==> src/rtl/ds1302_slave_if.sv <==
`default_nettype none
// ============================================================================
// Module      : ds1302_slave_if
// Description : DS1302 three-wire pin bundle (CE, SCLK, split SIO).
// Revision    : 1.0 - initial release
// ============================================================================
interface ds1302_slave_if;
    logic DS_RST;
    logic DS_SCLK;
    logic DS_SIO_IN;
    logic DS_SIO_OUT;
    logic DS_SIO_OE;

    modport master (
        output DS_RST,
        output DS_SCLK,
        output DS_SIO_IN,
        input  DS_SIO_OUT,
        input  DS_SIO_OE
    );

    modport slave (
        input  DS_RST,
        input  DS_SCLK,
        input  DS_SIO_IN,
        output DS_SIO_OUT,
        output DS_SIO_OE
    );
endinterface
`default_nettype wire

==> src/rtl/ds1302_slave.sv <==
`default_nettype none
// ============================================================================
// Module      : ds1302_slave
// Description : DS1302 serial responder with BCD seconds/minutes/hours and WP.
// Revision    : 1.0 - initial release
// ============================================================================
module ds1302_slave #(
    parameter int unsigned CLK_HZ = 50_000_000
) (
    input  wire logic     CLK,
    input  wire logic     RST,
    ds1302_slave_if.slave bus,
    output logic [7:0]    Time_second,
    output logic [7:0]    Time_munite,
    output logic [7:0]    Time_hour
);

    localparam int unsigned c_PRESC_W = (CLK_HZ > 1) ? $clog2(CLK_HZ) : 1;
    localparam logic [c_PRESC_W-1:0] c_PRESC_MAX = c_PRESC_W'(CLK_HZ - 1);

    localparam logic [2:0] c_S_IDLE   = 3'd0;
    localparam logic [2:0] c_S_CMD    = 3'd1;
    localparam logic [2:0] c_S_WDATA  = 3'd2;
    localparam logic [2:0] c_S_RDATA  = 3'd3;
    localparam logic [2:0] c_S_IGNORE = 3'd4;

    localparam logic [4:0] c_ADDR_SEC   = 5'd0;
    localparam logic [4:0] c_ADDR_MIN   = 5'd1;
    localparam logic [4:0] c_ADDR_HR    = 5'd2;
    localparam logic [4:0] c_ADDR_WP    = 5'd7;
    localparam logic [4:0] c_ADDR_BURST = 5'd31;

    // Returns {carry, next}; no correction of invalid BCD digits.
    function automatic logic [8:0] f_bcd_inc(input logic [7:0] v, input logic [7:0] vmax);
        if (v == vmax)
            f_bcd_inc = 9'h100;
        else if (v[3:0] == 4'h9)
            f_bcd_inc = {1'b0, v[7:4] + 4'd1, 4'h0};
        else
            f_bcd_inc = {1'b0, v[7:4], v[3:0] + 4'd1};
    endfunction

    logic       r_ce_s1, r_ce_s2;
    logic       r_sclk_s1, r_sclk_s2, r_sclk_d;
    logic       r_sio_s1, r_sio_s2;
    logic [2:0] r_state;
    logic [3:0] r_bit_cnt;
    logic [7:0] r_shift;
    logic [4:0] r_addr;
    logic       r_armed;
    logic       r_sio_out, r_sio_oe;
    logic       r_wp;
    logic [c_PRESC_W-1:0] r_presc;

    logic       w_sclk_rise, w_sclk_fall;
    logic [7:0] w_shift_in;
    logic [4:0] w_cmd_addr;
    logic [7:0] w_rd_data;
    logic       w_commit, w_wr_ok;
    logic       w_wr_sec, w_wr_min, w_wr_hr, w_wr_wp;
    logic       w_tick, w_run;
    logic [8:0] w_sec_inc, w_min_inc, w_hr_inc;

    // CE synchronizer resets high so a transaction in flight at reset is
    // ignored until CE has been seen low.
    always_ff @(posedge CLK) begin
        if (RST) begin
            r_ce_s1   <= 1'b1;
            r_ce_s2   <= 1'b1;
            r_sclk_s1 <= 1'b0;
            r_sclk_s2 <= 1'b0;
            r_sclk_d  <= 1'b0;
            r_sio_s1  <= 1'b0;
            r_sio_s2  <= 1'b0;
        end else begin
            r_ce_s1   <= bus.DS_RST;
            r_ce_s2   <= r_ce_s1;
            r_sclk_s1 <= bus.DS_SCLK;
            r_sclk_s2 <= r_sclk_s1;
            r_sclk_d  <= r_sclk_s2;
            r_sio_s1  <= bus.DS_SIO_IN;
            r_sio_s2  <= r_sio_s1;
        end
    end

    assign w_sclk_rise = r_sclk_s2 & ~r_sclk_d;
    assign w_sclk_fall = ~r_sclk_s2 & r_sclk_d;
    assign w_shift_in  = {r_sio_s2, r_shift[7:1]};
    assign w_cmd_addr  = w_shift_in[5:1];

    always_comb begin
        w_rd_data = 8'h00;
        case (w_cmd_addr)
            c_ADDR_SEC: w_rd_data = Time_second;
            c_ADDR_MIN: w_rd_data = Time_munite;
            c_ADDR_HR:  w_rd_data = Time_hour;
            c_ADDR_WP:  w_rd_data = {r_wp, 7'b0};
            default:    w_rd_data = 8'h00;
        endcase
    end

    always_ff @(posedge CLK) begin
        if (RST) begin
            r_state   <= c_S_IDLE;
            r_bit_cnt <= 4'd0;
            r_shift   <= 8'h00;
            r_addr    <= 5'd0;
            r_armed   <= 1'b0;
            r_sio_oe  <= 1'b0;
            r_sio_out <= 1'b0;
        end else if (!r_ce_s2) begin
            r_state   <= c_S_IDLE;
            r_bit_cnt <= 4'd0;
            r_armed   <= 1'b1;
            r_sio_oe  <= 1'b0;
            r_sio_out <= 1'b0;
        end else begin
            case (r_state)
                c_S_IDLE: begin
                    if (r_armed) begin
                        r_state   <= c_S_CMD;
                        r_bit_cnt <= 4'd0;
                        r_armed   <= 1'b0;
                    end
                end
                c_S_CMD: begin
                    if (w_sclk_rise) begin
                        r_shift   <= w_shift_in;
                        r_bit_cnt <= r_bit_cnt + 4'd1;
                        if (r_bit_cnt == 4'd7) begin
                            r_bit_cnt <= 4'd0;
                            r_addr    <= w_cmd_addr;
                            if (!w_shift_in[7] || w_shift_in[6] || (w_cmd_addr == c_ADDR_BURST)) begin
                                r_state <= c_S_IGNORE;
                            end else if (w_shift_in[0]) begin
                                r_shift <= w_rd_data;
                                r_state <= c_S_RDATA;
                            end else begin
                                r_state <= c_S_WDATA;
                            end
                        end
                    end
                end
                c_S_WDATA: begin
                    if (w_sclk_rise) begin
                        r_shift   <= w_shift_in;
                        r_bit_cnt <= r_bit_cnt + 4'd1;
                        if (r_bit_cnt == 4'd7)
                            r_state <= c_S_IGNORE;
                    end
                end
                c_S_RDATA: begin
                    if (w_sclk_fall) begin
                        if (r_bit_cnt < 4'd8) begin
                            r_sio_oe  <= 1'b1;
                            r_sio_out <= r_shift[0];
                            r_shift   <= {1'b0, r_shift[7:1]};
                            r_bit_cnt <= r_bit_cnt + 4'd1;
                        end else begin
                            r_sio_oe  <= 1'b0;
                            r_sio_out <= 1'b0;
                            r_state   <= c_S_IGNORE;
                        end
                    end
                end
                c_S_IGNORE: r_state <= c_S_IGNORE;
                default:    r_state <= c_S_IDLE;
            endcase
        end
    end

    assign bus.DS_SIO_OUT = r_sio_out;
    assign bus.DS_SIO_OE  = r_sio_oe;

    // Commit lands on the same CLK as the 16th synchronized rise.
    assign w_commit = (r_state == c_S_WDATA) && r_ce_s2 && w_sclk_rise && (r_bit_cnt == 4'd7);
    assign w_wr_ok  = w_commit && (!r_wp || (r_addr == c_ADDR_WP));
    assign w_wr_sec = w_wr_ok && (r_addr == c_ADDR_SEC);
    assign w_wr_min = w_wr_ok && (r_addr == c_ADDR_MIN);
    assign w_wr_hr  = w_wr_ok && (r_addr == c_ADDR_HR);
    assign w_wr_wp  = w_wr_ok && (r_addr == c_ADDR_WP);

    assign w_tick    = (r_presc == c_PRESC_MAX);
    assign w_run     = w_tick && !Time_second[7];
    assign w_sec_inc = f_bcd_inc({1'b0, Time_second[6:0]}, 8'h59);
    assign w_min_inc = f_bcd_inc(Time_munite, 8'h59);
    assign w_hr_inc  = f_bcd_inc(Time_hour, 8'h23);

    always_ff @(posedge CLK) begin
        if (RST) begin
            Time_second <= 8'h80;
            Time_munite <= 8'h00;
            Time_hour   <= 8'h00;
            r_wp        <= 1'b1;
            r_presc     <= '0;
        end else begin
            if (w_wr_sec || w_tick)
                r_presc <= '0;
            else
                r_presc <= r_presc + 1'b1;

            // Host writes take priority; untouched registers still carry.
            if (w_wr_sec)
                Time_second <= w_shift_in;
            else if (w_run)
                Time_second <= {Time_second[7], 7'h00} | (w_sec_inc[7:0] & 8'h7F);

            if (w_wr_min)
                Time_munite <= w_shift_in;
            else if (w_run && w_sec_inc[8])
                Time_munite <= w_min_inc[7:0];

            if (w_wr_hr)
                Time_hour <= {1'b0, w_shift_in[6:0]};
            else if (w_run && w_sec_inc[8] && w_min_inc[8])
                Time_hour <= w_hr_inc[7:0] & 8'h7F;

            if (w_wr_wp)
                r_wp <= w_shift_in[7];
        end
    end

endmodule
`default_nettype wire
==> src/flat_wrapper.sv <==
// flat-port wrapper written by rule: the top's interface ports become plain ports
module ds1302_slave_flat 
#(
    parameter int unsigned CLK_HZ = 50_000_000
)
  (CLK, RST, Time_second, Time_munite, Time_hour, bus_DS_RST, bus_DS_SCLK, bus_DS_SIO_IN, bus_DS_SIO_OUT, bus_DS_SIO_OE);
  ds1302_slave_if bus_i ();
  input  wire logic CLK;
  input  wire logic RST;
  output logic [7:0] Time_second;
  output logic [7:0] Time_munite;
  output logic [7:0] Time_hour;
  input wire logic [$bits(bus_i.DS_RST)-1:0] bus_DS_RST;
  input wire logic [$bits(bus_i.DS_SCLK)-1:0] bus_DS_SCLK;
  input wire logic [$bits(bus_i.DS_SIO_IN)-1:0] bus_DS_SIO_IN;
  output wire logic [$bits(bus_i.DS_SIO_OUT)-1:0] bus_DS_SIO_OUT;
  output wire logic [$bits(bus_i.DS_SIO_OE)-1:0] bus_DS_SIO_OE;
  assign bus_i.DS_RST = bus_DS_RST;
  assign bus_i.DS_SCLK = bus_DS_SCLK;
  assign bus_i.DS_SIO_IN = bus_DS_SIO_IN;
  assign bus_DS_SIO_OUT = bus_i.DS_SIO_OUT;
  assign bus_DS_SIO_OE = bus_i.DS_SIO_OE;
  ds1302_slave #(.CLK_HZ(CLK_HZ)) u_core (.CLK(CLK), .RST(RST), .bus(bus_i), .Time_second(Time_second), .Time_munite(Time_munite), .Time_hour(Time_hour));
endmodule
==> config.mk <==
export PLATFORM = sky130hd
export DESIGN_NAME = ds1302_slave_flat
export DESIGN_NICKNAME = d
export VERILOG_FILES = /design/src/rtl/ds1302_slave_if.sv /design/src/rtl/ds1302_slave.sv /design/src/flat_wrapper.sv
export SDC_FILE = /design/constraint.sdc
export NUM_CORES = 1
export LEC_CHECK = 0
export BUFFER_PORTS_ARGS = -buffer_cell sky130_fd_sc_hd__buf_2
export CAP_MARGIN = 30
export CELL_PAD_IN_SITES_DETAIL_PLACEMENT = 0
export CELL_PAD_IN_SITES_GLOBAL_PLACEMENT = 1
export CORE_MARGIN = 2
export CORE_UTILIZATION = 36
export DETAILED_ROUTE_END_ITERATION = 8
export PLACE_DENSITY = 0.65
export SLEW_MARGIN = 30
export SYNTH_ARGS = -nofsm -noshare
export SYNTH_HDL_FRONTEND = slang
export SYNTH_SLANG_ARGS = --single-unit
==> constraint.sdc <==
create_clock -name CLK -period 3.3 [get_ports CLK]
set_input_delay 0.825 -clock CLK [delete_from_list [all_inputs] [get_ports CLK]]
set_output_delay 0.825 -clock CLK [all_outputs]
set_load 0.1 [all_outputs]
Word-level counts from Yosys, hierarchy flattened
Index checks and enable logic that the tools add are counted.
{"block": "totals", "ff_bits": 80, "input_bits": 5, "elab_cells": 143}
{"block": "op_classes", "n_addsub": 8, "magnitude_cmp": 1, "eq_ne": 28, "muxes": 42, "bitwise_logic": 6, "reduce_logical": 37}
{"cell": "8-bit two-way mux", "count": 13}
{"cell": "8-bit case mux with 4 select lines", "count": 1}
{"cell": "7-bit two-way mux", "count": 4}
{"cell": "26-bit by 1-bit adder with 26-bit output, second input constant", "count": 1}
{"cell": "26-bit == test, second input constant", "count": 1}
{"cell": "3-bit two-way mux", "count": 8}
{"cell": "4-bit two-way mux", "count": 6}
{"cell": "8-bit case mux with 3 select lines", "count": 1}
{"cell": "4-bit by 1-bit adder with 4-bit output, second input constant", "count": 5}
{"cell": "9-bit two-way mux", "count": 2}
{"cell": "4-bit case mux with 4 select lines", "count": 1}
{"cell": "3-bit case mux with 5 select lines", "count": 1}
{"cell": "2-bit by 1-bit != test with 1-bit output, second input constant", "count": 7}
{"cell": "4-bit == test, second input constant", "count": 3}
{"cell": "6-bit AND reduction", "count": 2}
{"cell": "1-bit logical AND", "count": 11}
{"cell": "5-bit by 1-bit == test with 1-bit output, second input constant", "count": 2}
{"cell": "5-bit by 2-bit == test with 1-bit output, second input constant", "count": 2}
{"cell": "5-bit by 3-bit == test with 1-bit output, second input constant", "count": 2}
{"cell": "5-bit zero test", "count": 2}
{"cell": "3-bit nonzero test", "count": 3}
{"cell": "8-bit by 7-bit == test with 1-bit output, second input constant", "count": 1}
{"cell": "8-bit by 7-bit bitwise OR with 8-bit output", "count": 1}
{"cell": "7-bit by 6-bit == test with 1-bit output, second input constant", "count": 1}
{"cell": "other kinds (22)", "count": 41}

Longest topological paths before layout
{"block": "depth", "depth_word": 8, "depth_mapped": 8}

Worst setup path before layout
OpenSTA, ideal clock, no wires.
{"block": "synth_timing", "kind": "register to register", "start": "reg u_core.Time_second[0]", "end": "reg u_core.Time_hour[3]", "t_arrival_ns": 2.970, "path_slack_ns": 0.257, "path_stages_with_launch": 8, "n_path_buf": 1, "period_less_slack_ns": 3.043, "cell_sequence": "dfxtp_1 > ha_1 > nand3b_1 > or4_1 > or3_1 > buf_2 > o311a_1 > nor3_2"}
{"block": "synth_via", "elab_chain_len": 5}
{"element": "from (decl)", "line_no": "ds1302_slave.sv:13", "rtl": "output logic [7:0] Time_second,"}
{"element": "from (signal assigned)", "line_no": "ds1302_slave.sv:204", "rtl": "Time_second <= w_shift_in;"}
{"element": "from (signal assigned)", "line_no": "ds1302_slave.sv:206", "rtl": "Time_second <= {Time_second[7], 7'h00} | (w_sec_inc[7:0] & 8'h7F);"}
{"element": "7-bit == test", "line_no": "ds1302_slave.sv:35", "rtl": "if (v == vmax)"}
{"element": "9-bit two-way mux", "line_no": "ds1302_slave.sv:35"}
{"element": "1-bit logical AND (2 in a row)", "line_no": "ds1302_slave.sv:215", "rtl": "else if (w_run && w_sec_inc[8] && w_min_inc[8])"}
{"element": "2-bit nonzero test (no line)"}
{"element": "to (signal assigned)", "line_no": "ds1302_slave.sv:214", "rtl": "Time_hour <= {1'b0, w_shift_in[6:0]};"}
{"element": "to (signal assigned)", "line_no": "ds1302_slave.sv:216", "rtl": "Time_hour <= w_hr_inc[7:0] & 8'h7F;"}
{"element": "to (decl)", "line_no": "ds1302_slave.sv:15", "rtl": "output logic [7:0] Time_hour"}
Every way passes these cells.
A chain may end at the register's enable or synchronous reset.

Final worst setup path
{"block": "layout_timing", "start": "reg u_core.r_presc[0]", "end": "reg u_core.Time_hour[3]"}
{"block": "layout_via", "elab_chain_len": 5}
{"element": "from (decl)", "line_no": "ds1302_slave.sv:53", "rtl": "logic [c_PRESC_W-1:0] r_presc;"}
{"element": "from (signal assigned)", "line_no": "ds1302_slave.sv:200", "rtl": "r_presc <= r_presc + 1'b1;"}
{"element": "26-bit == test", "line_no": "ds1302_slave.sv:183", "rtl": "assign w_tick = (r_presc == c_PRESC_MAX);"}
{"element": "1-bit logical AND", "line_no": "ds1302_slave.sv:184", "rtl": "assign w_run = w_tick && !Time_second[7];"}
{"element": "1-bit logical AND (2 in a row)", "line_no": "ds1302_slave.sv:215"}
{"element": "2-bit nonzero test (no line)"}
Every way passes these cells.

==> metrics.md <==
| Metric | Value |
|---|---|
| Run status | `finished, final reports clean` |
| Dpl hpwl | `between 7 and 8 mm` |
| Post-synthesis cell area | `between 4000 and 5000 um2` |
| Total chip power | `between 2 and 2.5 mW` |
| Endpoint, Worst Hold | `u_core.r_ce_s2` |
| Biggest area consumer among synthesized cells | `dfxtp_1` |
| Worst min-delay path class | `reg2reg` |
| R2R depth | `6` |
| Largest family of logic cells by synthesized area | `simple AND/OR/NAND/NOR gates` |
| Final Slew Violations | `0` |
| Inserted Clock Buffers | `9` |
| Compound-Gate Fraction of Synth Area | `0.126` |
| Place WS | `between 700 and 800 ps` |
| Initial DRC count | `176` |
| Fin area | `4910 um2` |
| Maximum clock path buffer count | `2` |
| Fin crit period | `approximately 2600 ps` |
| Vias per inst | `between 5 and 6` |
| Fillcell total | `between 1,000 and 1,500` |
| Hold Buf Count CTS | `0` |
| Final TNS setup | `0 ps` |
| Power per Cell Area | `411 nW/um2` |
| Post-Synth Adder-Cell Area | `0.0403` |
| Syn nets | `between 500 and 600` |
| Vias | `~3,800` |
| TritonCTS clock tree | `yes` |
| CP max FO | `6` |
| Ant diodes | `0` |
| Vias in the first global route | `between 3,000 and 4,000` |
| Simple-gate share of the synthesized area | `0.306` |
| Row cnt | `40` |
| CTS H-tree lvls | `3` |
| Setup violators final | `0` |
| Final WL | `between 10 and 15 mm` |
| Hold_sp | `u_core.r_ce_s1` |
| Max Fclk | `approximately 400 MHz` |
| Final worst setup slack | `727 ps` |
| Synth Area in XOR/XNOR | `0.0484` |
| Post-synthesis cell type count | `57` |
| Avg WL per Cell | `around 16 um` |
| Slew headroom | `0.433` |
| Num ports | `31` |
| MaxCap Viol Count | `0` |
| Final core occ | `0.412` |
| Core Region | `roughly 12,000 um2` |
| All-Layer GR Usage | `0.185` |
| I/O Buffers | `29` |
| Dpl cells | `approximately 700` |
| R2R Setup Slk | `just over 700 ps` |
| Final period util | `0.780` |
| Die Y | `about 110 um` |
| DP Area | `approximately 4600 um2` |
| FF-to-FF Start | `u_core.r_presc[0]` |
| Routability Congestion | `0.841` |
| Clock Latency Late Sink | `between 300 and 400 ps` |
| RR Endpoint | `u_core.Time_hour[3]` |
| Clock Root Buffer | `clkbuf_16` |
| Asr flop ratio synth | `0` |
| Synth top area cells | `dfxtp_1 (37%), nor2_1 (7.1%), mux2i_1 (6.9%)` |
| CP max stage cell | `or4_1` |
| Area Growth Syn to Fin | `13.0%` |
| Share of the synthesized area in the top cell type | `0.369` |
| ANT nets after route | `0` |
| Die area | `~13,000 um2` |
| Non-Filler Instances | `695` |
| Synth Instances | `524` |
| Hold slack | `414 ps` |
| Slew @ Worst Pin | `~850 ps` |
| Syn Area/Cell | `8.29 um2` |
| WS Path Type | `reg2reg` |
| Clk slew on worst S/H paths | `60 ps` |
| Hold Crit Depth | `1` |
| Mux cell area share after synthesis | `0.0691` |
| Post-cts gate resize count | `0` |
| Detailed Routing Iterations Pass 1 | `4` |
| Register area share after synthesis | `0.369` |
| Die W | `between 100 and 150 um` |
| Yosys reg bits | `80` |
| Clk_skew | `between 9 and 10 ps` |
| Antenna violations before repair | `0` |
| Prevailing post-synth register cell | `dfxtp_1` |
| First-pass GRT wire length | `18.7 mm` |
| CP arrival | `between 2000 and 3000 ps` |
| Max incr delay on CP | `700 ps` |
| Final hold viol count | `0` |
| Ys Warns | `0` |
| Clock sinks | `80` |
| Worst path cell trace | `ha_1 > nand4_1 > or4_1 > or3_1 > o311a_1 > nor3_2` |
| Unrepaired setup endpoints after global routing | `false` |
| Crit. End Element | `register` |
| Layout cell share with drive strength beyond 1 | `0.115` |
| GRT Residual Overflow | `0` |
| EDFF count, synth | `0` |
| Worst Path Required | `between 3000 and 4000 ps` |
| # DRC | `0` |
| Post-CTS setup buffer count | `0` |
| Nets | `~560` |
| Max IR drop VDD | `approximately 0.34 mV` |
| Setup crit start kind | `register` |
| Pleak | `around 1.8 nW` |
| Largest net degree at the start of global routing | `29` |
| Starting Density | `0.365` |
==> routing by layer <==
metal | share of wire | routed length [um] | up-vias | global-route usage
li1 | - | - | 1911 | -
met3 | 0.038 | 437 | 7 | 0.0510
met1 | 0.50 | 5640 | 1775 | 0.257
met2 | 0.45 | 5160 | 60 | 0.286
met4 | 0.010 | 119 | 0 | 0.0496
met5 | 0 | 0 | - | 0
==> critical path, delay by kind of cell (launching register included) <==
family	cells	cell delay, ps
AOI/OAI and AO/OA	1	370
adders and majority gates	1	240
DFF	1	380
and+or+nand+nor	4	1510
==> cells in the mapped netlist, drive strengths merged, types with 3 or more instances <==
cell     instances
nor4             9
buf              6
a21oi           17
nand4b           3
a211oi          18
xor2            16
or2              5
or3              7
nand3b          10
a221oi           5
inv             15
ha              14
or4              7
mux2i           30
nand3           21
clkbuf          24
nor2b            9
nand2b          10
a211o            3
dfxtp           80
nor2            82
nor3b            3
and3             6
and3b            4
nor3            14
xnor2            8
o21ai           14
nand4bb          3
nand4           16
a311oi           3
nand2           34
==> placed cells by master, fill, tap and decap left out, types with 6 or more instances in the layout <==
master,netlist,layout
nor2_1,82,82
dfxtp_1,80,80
nand2_1,34,34
mux2i_1,30,30
buf_2,4,29
nand3_1,21,21
a211oi_1,18,18
a21oi_1,17,17
nand4_1,16,16
xor2_1,16,16
inv_1,15,15
o21ai_0,14,14
ha_1,14,14
nor3_1,13,13
nand3b_1,10,10
nand2b_1,10,10
buf_4,1,10
nor2b_1,9,9
clkbuf_16,0,9
xnor2_1,8,8
or4_1,7,7
or3_1,7,7
and3_1,6,6
nor4_1,6,6
==> sequential cells by signal, summed over array words and instances (netlist names), 3 cells and up <==
| name | flops |
|---|---|
| u_core.Time_hour | 7 |
| u_core.Time_munite | 8 |
| u_core.Time_second | 8 |
| u_core.r_addr | 5 |
| u_core.r_bit_cnt | 4 |
| u_core.r_presc | 26 |
| u_core.r_shift | 8 |
| u_core.r_state | 3 |
==> power by group <==
part / internal (mW) / switching (mW)
combinational: 0.0172 / 0.0349
clock: 0.583 / 0.397
sequential: 0.974 / 0.0104
==> how the worst max path moves through the flow <==
stage / startpoint / depth (start not counted) / slack [ps] / end
after detailed placement: u_core.r_presc[0] / 6 / 750 / u_core.Time_hour[3]
final: u_core.r_presc[0] / 6 / 730 / u_core.Time_hour[3]
after global placement: u_core.r_presc[0] / 6 / 780 / u_core.Time_hour[3]
after CTS: u_core.r_presc[0] / 6 / 720 / u_core.Time_hour[3]
after global routing: u_core.r_presc[0] / 6 / 570 / u_core.Time_second[6]
after floorplan: u_core.Time_second[0] / 7 / 260 / u_core.Time_hour[3]
==> area by class of cell <==
cell class / instances / area, um2 / share of cell area
tap: 147 / 184 / 0.0375
clock buffer: 12 / 236 / 0.0482
timing repair buffer: 39 / 220 / 0.0449
inverter: 15 / 56.3 / 0.0115
sequential: 80 / 1600 / 0.326
multi-input combinational: 399 / 2560 / 0.523
clock inverter: 3 / 43.8 / 0.00892
==> kinds of logic after synthesis <==
kind of cell               Yosys count
xor gates and xnor gates            24
other                                1
and+or+nand+nor                    250
DFF                                 80
buffers and inverters               45
adders and majority gates           14
AOI/OAI and AO/OA                   80
muxes                               30
Note: power is estimated with default switching activity, not from simulation.
